===== src/rtl/twiddle_generator.sv =====
// Twiddle sequencer for one radix-2 DIT FFT stage: emits W^k words in Q8.8
// ({real, imag}) over a valid/ready port, with an inverse (conjugate) mode.
module twiddle_generator #(
  parameter int N     = 8,
  parameter int LOG2N = 3
) (
  input  logic             clk,
  input  logic             rst_n,
  input  logic             start,
  input  logic [LOG2N-1:0] stage,
  input  logic             inverse,
  output logic [31:0]      tw_out,
  output logic [LOG2N-2:0] tw_index,
  output logic             tw_valid,
  input  logic             tw_ready,
  output logic             tw_last,
  output logic             busy,
  output logic             done,
  output logic             err
);

  // Handshake: a word transfers on a rising edge where tw_valid && tw_ready;
  // tw_out/tw_index/tw_last hold stable while tw_valid && !tw_ready.

  localparam int          BW      = LOG2N - 1;
  localparam logic [0:0]  IDLE    = 1'b0;
  localparam logic [0:0]  RUN     = 1'b1;
  localparam longint      ONE_Q28 = 64'sd268435456;
  localparam longint      PI_Q28  = 64'sd843314857;

  // Taylor series in Q28 fixed point, then rounded half away from zero to Q8.8.
  function automatic longint trig_q88(input int k, input bit want_sin);
    longint x, term, sum;
    x = (2 * PI_Q28 * longint'(k)) / longint'(N);
    if (want_sin) begin
      term = x;
      sum  = x;
    end else begin
      term = ONE_Q28;
      sum  = ONE_Q28;
    end
    for (int i = 1; i <= 14; i++) begin
      term = (term * x) >>> 28;
      term = (term * x) >>> 28;
      if (want_sin) term = -term / longint'((2 * i) * (2 * i + 1));
      else          term = -term / longint'((2 * i - 1) * (2 * i));
      sum = sum + term;
    end
    if (sum >= 0) return (sum + 64'sd524288) >>> 20;
    else          return -((-sum + 64'sd524288) >>> 20);
  endfunction

  logic [15:0] cos_rom [N/2];
  logic [15:0] sin_rom [N/2];

  for (genvar g = 0; g < N/2; g++) begin : g_rom
    localparam logic [15:0] COS_V = 16'(trig_q88(g, 1'b0));
    localparam logic [15:0] SIN_V = 16'(trig_q88(g, 1'b1));
    assign cos_rom[g] = COS_V;
    assign sin_rom[g] = SIN_V;
  end

  logic [0:0]       state;
  logic [BW-1:0]    b;
  logic [LOG2N-1:0] s_reg;
  logic             inv_reg;

  logic [BW-1:0]    b_nxt;
  logic [BW-1:0]    mask;
  logic [BW-1:0]    k_nxt;
  logic [LOG2N-1:0] shamt;
  logic [15:0]      sin_v;
  logic [31:0]      word_nxt;
  logic             last_nxt;
  logic             xfer;

  // Next word is prepared from b+1 so it loads on the same edge as a transfer.
  always_comb begin
    b_nxt = b + BW'(1);
    mask  = '0;
    for (int i = 0; i < BW; i++) mask[i] = (i < int'(s_reg));
    shamt    = LOG2N'(BW) - s_reg;
    k_nxt    = (b_nxt & mask) << shamt;
    sin_v    = sin_rom[k_nxt];
    word_nxt = {cos_rom[k_nxt], inv_reg ? sin_v : -sin_v};
    last_nxt = (b_nxt == BW'(N/2 - 1));
  end

  assign xfer = tw_valid && tw_ready;
  assign busy = (state == RUN);

  always_ff @(posedge clk) begin
    if (!rst_n) begin
      state    <= IDLE;
      b        <= '0;
      s_reg    <= '0;
      inv_reg  <= 1'b0;
      tw_out   <= '0;
      tw_index <= '0;
      tw_valid <= 1'b0;
      tw_last  <= 1'b0;
      done     <= 1'b0;
      err      <= 1'b0;
    end else begin
      done <= 1'b0;
      err  <= 1'b0;
      if (state == IDLE) begin
        if (start) begin
          if (stage < LOG2N'(LOG2N)) begin
            state    <= RUN;
            b        <= '0;
            s_reg    <= stage;
            inv_reg  <= inverse;
            tw_valid <= 1'b1;
            // b = 0 always maps to k = 0, where the imaginary part is zero.
            tw_out   <= {cos_rom[0], 16'h0000};
            tw_index <= '0;
            tw_last  <= 1'b0;
          end else begin
            err <= 1'b1;
          end
        end
      end else if (xfer) begin
        if (tw_last) begin
          state    <= IDLE;
          tw_valid <= 1'b0;
          tw_out   <= '0;
          tw_index <= '0;
          tw_last  <= 1'b0;
          done     <= 1'b1;
        end else begin
          b        <= b_nxt;
          tw_out   <= word_nxt;
          tw_index <= k_nxt;
          tw_last  <= last_nxt;
        end
      end
    end
  end

endmodule


===== config.mk =====
export PLATFORM = sky130hd
export DESIGN_NAME = twiddle_generator
export DESIGN_NICKNAME = d
export VERILOG_FILES = /design/src/rtl/twiddle_generator.sv
export SDC_FILE = /design/constraint.sdc
export NUM_CORES = 1
export LEC_CHECK = 0
export BUFFER_PORTS_ARGS = -buffer_cell sky130_fd_sc_hd__buf_2
export CAP_MARGIN = 15
export CELL_PAD_IN_SITES_DETAIL_PLACEMENT = 1
export CELL_PAD_IN_SITES_GLOBAL_PLACEMENT = 1
export CORE_ASPECT_RATIO = 0.5
export CORE_MARGIN = 2
export CORE_UTILIZATION = 34
export DETAILED_ROUTE_END_ITERATION = 12
export PLACE_DENSITY = 0.77
export SLEW_MARGIN = 5
export SYNTH_ARGS = -nofsm -noshare
export SYNTH_HDL_FRONTEND = slang
export SYNTH_SLANG_ARGS = --single-unit

===== constraint.sdc =====
create_clock -name clk -period 2.2 [get_ports clk]
set_clock_uncertainty 0.1 [all_clocks]
set_input_delay 0.33 -clock clk [delete_from_list [all_inputs] [get_ports clk]]
set_output_delay 0.33 -clock clk [all_outputs]
set_load 0.02 [all_outputs]

# == Word level (Yosys, flattened, before mapping) ==
# Index checks and enable logic that the tools add are counted.
# op_classes
n_addsub,3
n_mul,0
n_div,0
magnitude_cmp,4
eq_ne,4
shift,1
muxes,37
bitwise_logic,5
n_reduce_logical,9
# ops
operator,count
2-to-1 mux 32 bit,5
2-to-1 mux 16 bit,5
binary-select mux 16 bit (select 2 bit),2
2-to-1 mux 1 bit,17
2-to-1 mux 2 bit,8
negation 16 bit,1
AND reduction 3 bit,3
AND reduction 4 bit,2
< comparator 1 x 3 -> 1 bit (first input constant),2
inequality test 2 bit (second input constant),2
nonzero test 2 bit,2
greater-or-equal comparator 3 bit (second input constant),1
< comparator 3 x 2 -> 1 bit (second input constant),1
NOT 1 bit,3
NOT 2 -> 3 bit,1
OR reduction 3 bit,1
left shift 2 x 3 -> 2 bit,1
subtractor 2 x 3 -> 3 bit (first input constant),1
adder 2 x 1 -> 2 bit (second input constant),1
bitwise AND 2 bit,1
equality test 2 bit (second input constant),1
inequality test 2 x 1 -> 1 bit (second input constant),1
logical AND 1 bit,1
# word_totals
reg_bits,45
latch_bits,0
mem_bits_rw,0
mem_bits_ro,0
input_bits,8
out_inout_bits,39
word_cells,73
memories,0

# == Longest topological paths before layout ==
# Gate-level depths: netlist (run 1).
# depth
ltp_word,12
ltp_mapped,10
mapped_depth_nobuf,10

# == Least setup slack after synthesis (run 1) ==
# No wires, ideal clock.
# synth_timing
path_kind,reg-to-reg
from,register b[0]
to,register tw_out[24]
setup_time_ns,0.121
arrival_time_ns,1.720
required_ns,1.979
setup_slack_ns,0.259
path_stages_with_launch,11
path_buffers,0
period_less_slack_ns,1.941
cell_sequence,dfxtp_1 inv_1 ha_1 o21bai_1 mux2i_1 and2_1 inv_1 ha_1 nor2b_1 o21ai_0 a21oi_1
# synth_between
elab_chain_len,10
# synth_lines
element,line,rtl
from (decl),64,logic [BW-1:0] b;
from (signal assigned),132,b <= b_nxt;
adder 2 x 1 -> 2 bit,79,b_nxt = b + BW'(1);
bitwise AND 2 bit,83,k_nxt = (b_nxt & mask) << shamt;
left shift 2 x 3 -> 2 bit,83,
NOT 2 -> 3 bit (not written as such),85,"word_nxt = {cos_rom[k_nxt], inv_reg ? sin_v : -sin_v};"
binary-select mux 16 bit (select 2 bit),85,
2-to-1 mux 16 bit (not written as such) (2 in a row),85,
2-to-1 mux 32 bit,124,if (tw_last) begin
2-to-1 mux 32 bit,123,end else if (xfer) begin
2-to-1 mux 32 bit,107,if (state == IDLE) begin
to (signal assigned),116,"tw_out <= {cos_rom[0], 16'h0000};"
to (signal assigned),133,tw_out <= word_nxt;
to (decl),12,"output logic [31:0] tw_out,"
# Every way passes these cells. The select of a mux whose other input is x is not followed.
# A chain may end at the register's enable or synchronous reset.

# == Worst setup path after layout (run 1) ==
# Ends and elaborated chain as after synthesis.

==> qor.csv, run 1 <==
stage,metric,value,unit
run_status,status,"finished, final reports clean",
die,Ports,47,
critical_path,crit-path cells,inv_1 -> ha_1 -> o21bai_1 -> mux2i_1 -> and2_1 -> inv_1 -> ha_1 -> nor2b_1 -> o21ai_0 -> a21oi_1,
worst_hold_path,min-delay worst type,primary input to register,
clock_network,deepest clock path buffer count,2,
die,Initial Util,0.3677,
place,GPL Wtd Cong,0.7041,
cells_and_area,Reg area,401.6,µm²
cells_and_area,nets,165,
pwr,Comb power frac,0.088,
routing,1st-pass router iterations,3,
pwr,internal power,0.0005540,W
synth,register area share after synthesis,0.3532,
pwr,register share of total power,0.522,
global_route,first-pass GRT wire length,4043,µm
clock_network,number of clock sinks,20,
critical_path,Setup CP Type,register to register,
global_route,vias in the first global route,863,
cells_and_area,# diodes,0,
cells_and_area,area grow syn2layout,12.14,%
synth,syn_nets,141,
critical_path,crit start category,register,
critical_path,CP max-delay cell,dfxtp_2,
critical_path,nature of the critical path endpoint,register,
routing,Final ANT Viol Nets,0,
cells_and_area,Util after Layout,0.4123,
die,chip width,85.66,µm
pwr,leak pwr,0.6412,nW
pwr,clock share of power,0.390,
sta,Pins Over Slew Limit,0,
die,area of the die,3840,µm²
pwr,Net Sw Frac,0.2356,
place,DP Wirelength,1884,µm
pwr,VDD IR-drop max,0.3066,mV
clock_network,clock root buffer master,clkbuf_8,
sta,Tcrit/Tclk final,0.9505,
sta,Slew HR,0.7558,
synth,Syn Area/Cell,8.856,µm²
global_route,grt total ovfl,0,
cells_and_area,max FFs per register,8,
sta,fmax,0.4782,GHz
place,Place WS,0.05373,ns
cells_and_area,fillcell total,386,
critical_path,CP arrival,2.14,ns
critical_path,Critical Path RT,2.25,ns
clock_network,H-tree lvl count,1,
global_route,initial antenna violation count,0,
global_route,Overall Global Routing Usage,0.1407,
routing,DR vias,881,
pwr,PwrDens,570.1,nW/µm²
cells_and_area,share of cells above drive strength 1,0.3907,
place,placed inst area,1207,µm²
sta,hold slack,0.2297,ns
place,PortBufs,46,
die,die height,44.83,µm
routing,"wirelength, routed",2487,µm
routing,DR WL/cell,13.02,µm
routing,Iteration-0 DRC Markers,14,
pwr,P_sw,0.0001707,W
cells_and_area,"commonest non-fill, non-tap cell in the layout",buf_2,
critical_path,flop-to-flop setup slack,0.11,ns
synth,"flops & latches, synth",20,
die,number of core rows,14,
synth,"Cell Area, Synth",1134,µm²
sta,worst setup margin,0.1090,ns
cells_and_area,most frequent cells in the layout,"46 x buf_2, 19 x dfxtp_1, 13 x nand2_1",
routing,vias per inst,4.613,
synth,synth unique cells,34,
sta,Hold Fails Final Rpt,0,
clock_network,"Clk Latency, worst-skew pair",0.26,ns
sta,final setup fails,0,
global_route,largest net degree at the start of global routing,25,
cells_and_area,Final Instance Area,1271,µm²
synth,Yosys Warn Count,0,
sta,Worst Max-Slew Pin Slew,0.3663,ns
pwr,total power,0.0007248,W
critical_path,Critical Path Max Stage Delay,0.36,ns
sta,clock period minus worst slack,2.091,ns
clock_network,CTS buffer count,3,
flow_run,max-cap viol count,0,
clock_network,"Clk pin slew, worst setup/hold paths",0.08,ns
critical_path,"CP delay by family, top",adder cells,
critical_path,Crit Path Max Fanout,5,
clock_network,CTS tree,yes,
synth,Cells after Synth,128,
critical_path,crit path buf inv count,2,
routing,drt drc,0,
cells_and_area,area of the multi-input gates,515.5,µm²
die,core area,3083,µm²
clock_network,hold buffers post-CTS,0,
[power by group through the flow]
stage          Sequential, W  Combinational, W  Clock (W)
2_1_floorplan       0.000390         0.0000355          0
3_3_place_gp        0.000386         0.0000622          0
3_5_place_dp        0.000387         0.0000631          0
4_1_cts             0.000378         0.0000634   0.000293
5_1_grt             0.000380         0.0000708   0.000316
6_report            0.000378         0.0000637   0.000283
[kinds of logic after synthesis]
kind of cell             synth area share
AO/OA/AOI/OAI                      0.1678
adder cells (fa/ha/maj)           0.05519
AND/OR/NAND/NOR                    0.2230
multiplexers                     0.008830
flip-flops                         0.3532
buffers and inverters              0.1921
[worst reg2reg max path, stage by stage (launching register included)]
cell and delay [ns]:
dfxtp_2 0.36, inv_1 0.06, ha_1 0.30, o21bai_1 0.16, mux2i_1 0.16, and2_1 0.18
inv_1 0.07, ha_1 0.26, nor2b_1 0.12, o21ai_0 0.16, a21oi_1 0.05
[cells in the mapped netlist (all sizes together)]
master,n,share of area
o211a,1,0.0088
clkbuf,2,0.0066
nor3,1,0.0044
a22oi,2,0.013
a21boi,9,0.063
o21ai,4,0.018
o21bai,1,0.0066
a32oi,1,0.0077
nor2b,5,0.034
inv,3,0.0099
nand3b,2,0.013
nand2,14,0.049
mux2i,1,0.0088
and3,4,0.023
nor2,6,0.022
ha,5,0.055
nand4b,1,0.0077
and2,2,0.011
nand3,9,0.040
buf,26,0.18
dfxtp,20,0.35
nand2b,1,0.0055
o21a,2,0.013
a21oi,4,0.038
nor3b,2,0.013
[final cells by class]
class | count | area share
Clock buffer | 4 | 0.04331
Inverter | 3 | 0.008858
Timing Repair Buffer | 47 | 0.1870
Multi-Input combinational cell | 77 | 0.4055
Tap cell | 40 | 0.03937
Sequential cell | 20 | 0.3159
[through the flow]
step / TNS [ns] / std cells
3_5_place_dp: 0 / 186
4_1_cts: 0 / 190
3_3_place_gp: 0 / 186
6_report: 0 / 191
2_1_floorplan: 0 / 128
5_1_grt: -0.008782 / 191
[final timing paths]
| check | from | to | depth (start not counted) |
|---|---|---|---|
| max | b[0]$_SDFFE_PN0P_ | tw_out[24]$_SDFFE_PN0P_ | 10 |
| min | inverse | inv_reg$_SDFFE_PN0P_ | 3 |
| max reg2reg | b[0]$_SDFFE_PN0P_ | tw_out[24]$_SDFFE_PN0P_ | 10 |
| min reg2reg | tw_index[1]$_SDFFE_PN0P_ | tw_index[1]$_SDFFE_PN0P_ | 2 |
[per-layer routing]
| layer | up-vias | GRT usage | part of all wire |
|---|---|---|---|
| met5 | - | 0 | 0 |
| met4 | 0 | 0.05714 | 0.014 |
| met3 | 2 | 0.04388 | 0.047 |
| met2 | 22 | 0.2469 | 0.48 |
| met1 | 404 | 0.1654 | 0.46 |
| li1 | 453 | - | - |
[repair_timing]
item	4_1_cts	5_1_grt
endpoints found under the hold margin	0	0
gates resized for setup	0	1
endpoints found under the setup margin	0	2
buffers inserted	0	1
(Power assumes the default switching activity.)
==> run 2, diff against run 1 <==
--- a/config.mk
+++ b/config.mk
@@ -13,6 +13,7 @@
 export CORE_MARGIN = 2
 export CORE_UTILIZATION = 34
 export DETAILED_ROUTE_END_ITERATION = 12
+export MAX_ROUTING_LAYER = met4
 export PLACE_DENSITY = 0.77
 export SLEW_MARGIN = 5
 export SYNTH_ARGS = -nofsm -noshare
==> qor.csv, run 2 (synthesized netlist as in run 1, its figures left out) <==
stage,metric,value,unit
die,area of the die,3840,µm²
critical_path,R2R cell count,10,
cells_and_area,Util after Layout,0.4123,
critical_path,crit-path cells,inv_1 -> ha_1 -> o21bai_1 -> mux2i_1 -> and2_1 -> inv_1 -> ha_1 -> nor2b_1 -> o21ai_0 -> a21oi_1,
clock_network,clock root buffer master,clkbuf_8,
sta,Slew HR,0.7558,
clock_network,CTS buffer count,3,
cells_and_area,# diodes,0,
critical_path,crit start category,register,
routing,Final ANT Viol Nets,0,
routing,"wirelength, routed",2487,µm
place,Place WS,0.05373,ns
sta,worst setup margin,0.1089,ns
routing,vias per inst,4.623,
sta,Tcrit/Tclk final,0.9505,
global_route,GRT met3 Usage,0.04388,
cells_and_area,"commonest non-fill, non-tap cell in the layout",buf_2,
sta,Hold Fails Final Rpt,0,
clock_network,hold buffers post-CTS,0,
die,Initial Util,0.3677,
critical_path,Critical Path RT,2.25,ns
clock_network,number of clock sinks,20,
die,chip width,85.66,µm
routing,drt drc,0,
worst_hold_path,min-delay worst type,primary input to register,
critical_path,Setup CP Type,register to register,
cells_and_area,most frequent cells in the layout,"46 x buf_2, 19 x dfxtp_1, 13 x nand2_1",
critical_path,Crit Path Max Fanout,5,
place,PortBufs,46,
place,DP Wirelength,1884,µm
clock_network,"Clk pin slew, worst setup/hold paths",0.08,ns
global_route,first-pass GRT wire length,4043,µm
cells_and_area,max FFs per register,8,
global_route,global-route met2 utilization,0.2469,
routing,1st-pass router iterations,3,
die,Ports,47,
worst_hold_path,WHS Endpoint,inv_reg$_SDFFE_PN0P_,
critical_path,CP max-delay cell,dfxtp_2,
critical_path,nature of the critical path endpoint,register,
pwr,PwrDens,570.1,nW/µm²
cells_and_area,fillcell total,386,
clock_network,CTS tree,yes,
flow_run,max-cap viol count,0,
global_route,vias in the first global route,863,
die,core area,3083,µm²
pwr,total power,0.0007248,W
pwr,VDD IR-drop max,0.3066,mV
global_route,grt total ovfl,0,
cells_and_area,share of cells above drive strength 1,0.3907,
clock_network,H-tree lvl count,1,
global_route,Overall Global Routing Usage,0.1452,
routing,DR vias,883,
run_status,status,"finished, final reports clean",
clock_network,"Clk Latency, worst-skew pair",0.26,ns
critical_path,flop-to-flop setup slack,0.11,ns
die,number of core rows,14,
global_route,largest net degree at the start of global routing,25,
routing,DR WL/cell,13.02,µm
routing,Iteration-0 DRC Markers,14,
sta,clock period minus worst slack,2.091,ns
critical_path,"CP delay by family, top",adder cells,
critical_path,crit path buf inv count,2,
global_route,GR peak layer,met2,
cells_and_area,nets,165,
sta,Pins Over Slew Limit,0,
worst_hold_path,HP Start,inverse,
global_route,met1 Use GR,0.1654,
place,GPL Wtd Cong,0.7120,
worst_hold_path,Min-Delay Path Depth,3,
pwr,leak pwr,0.6412,nW
die,die height,44.83,µm
critical_path,Critical R2R Launch,b[0]$_SDFFE_PN0P_,
cells_and_area,area grow syn2layout,12.14,%
sta,final setup fails,0,
critical_path,Critical Path Max Stage Delay,0.36,ns
clock_network,deepest clock path buffer count,2,
critical_path,worst flop-to-flop path endpoint,tw_out[24]$_SDFFE_PN0P_,
sta,fmax,0.4782,GHz
global_route,initial antenna violation count,0,
critical_path,CP arrival,2.14,ns
sta,Worst Max-Slew Pin Slew,0.3663,ns
[run 2: per-stage QoR]
stage	hold WS [ns]	area, µm²	cells	setup TNS [ns]
3_5_place_dp	0.3473	1207	186	0
3_3_place_gp	0.3404	1207	186	0
5_1_grt	0.2520	1271	191	-0.008782
6_report	0.2297	1271	191	0
4_1_cts	0.2267	1262	190	0
2_1_floorplan	0.3559	1134	128	0
[run 2: timing repair]
item,4_1_cts,5_1_grt
gates resized for setup,0,1
setup buffers,0,1
endpoints found under the setup margin,0,2
[run 2: where the power goes]
group / total (W) / switching (W) / internal (W) / leakage [nW]
Combinational: 0.0000637 / 0.0000382 / 0.0000255 / 0.450
Sequential: 0.000378 / 0.00000894 / 0.000369 / 0.163
Clock: 0.000283 / 0.000124 / 0.000159 / 0.0288
Total: 0.000725 / 0.000171 / 0.000554 / 0.641
[run 2: worst max path at each step]
stage                      start                      end  cells past startpoint
2_1_floorplan  b[0]$_SDFFE_PN0P_  tw_out[24]$_SDFFE_PN0P_                     10
3_3_place_gp   b[0]$_SDFFE_PN0P_  tw_out[24]$_SDFFE_PN0P_                     10
3_5_place_dp   b[0]$_SDFFE_PN0P_  tw_out[24]$_SDFFE_PN0P_                     10
4_1_cts        b[0]$_SDFFE_PN0P_  tw_out[24]$_SDFFE_PN0P_                     10
5_1_grt        b[0]$_SDFFE_PN0P_  tw_out[24]$_SDFFE_PN0P_                     10
6_report       b[0]$_SDFFE_PN0P_  tw_out[24]$_SDFFE_PN0P_                     10
[run 2: layout make-up]
| class | count | area, µm² | share of cell area |
|---|---|---|---|
| clock buffers | 4 | 55.05 | 0.04331 |
| inverters | 3 | 11.26 | 0.008858 |
| multi-input cells | 77 | 515.5 | 0.4055 |
| flip-flops and latches | 20 | 401.6 | 0.3159 |
| well taps | 40 | 50.05 | 0.03937 |
| repair buffers | 47 | 237.7 | 0.1870 |
[run 2: metal layers]
metal	up-vias	part of all wire
li1	453	-
met1	404	0.46
met2	22	0.48
met3	4	0.047
met4	0	0.014
met5	-	0
[run 2: tightest hold or removal path, cell delays in order]
cell	delay [ns]
buf_2	0.10
nand3_1	0.05
a21boi_0	0.07
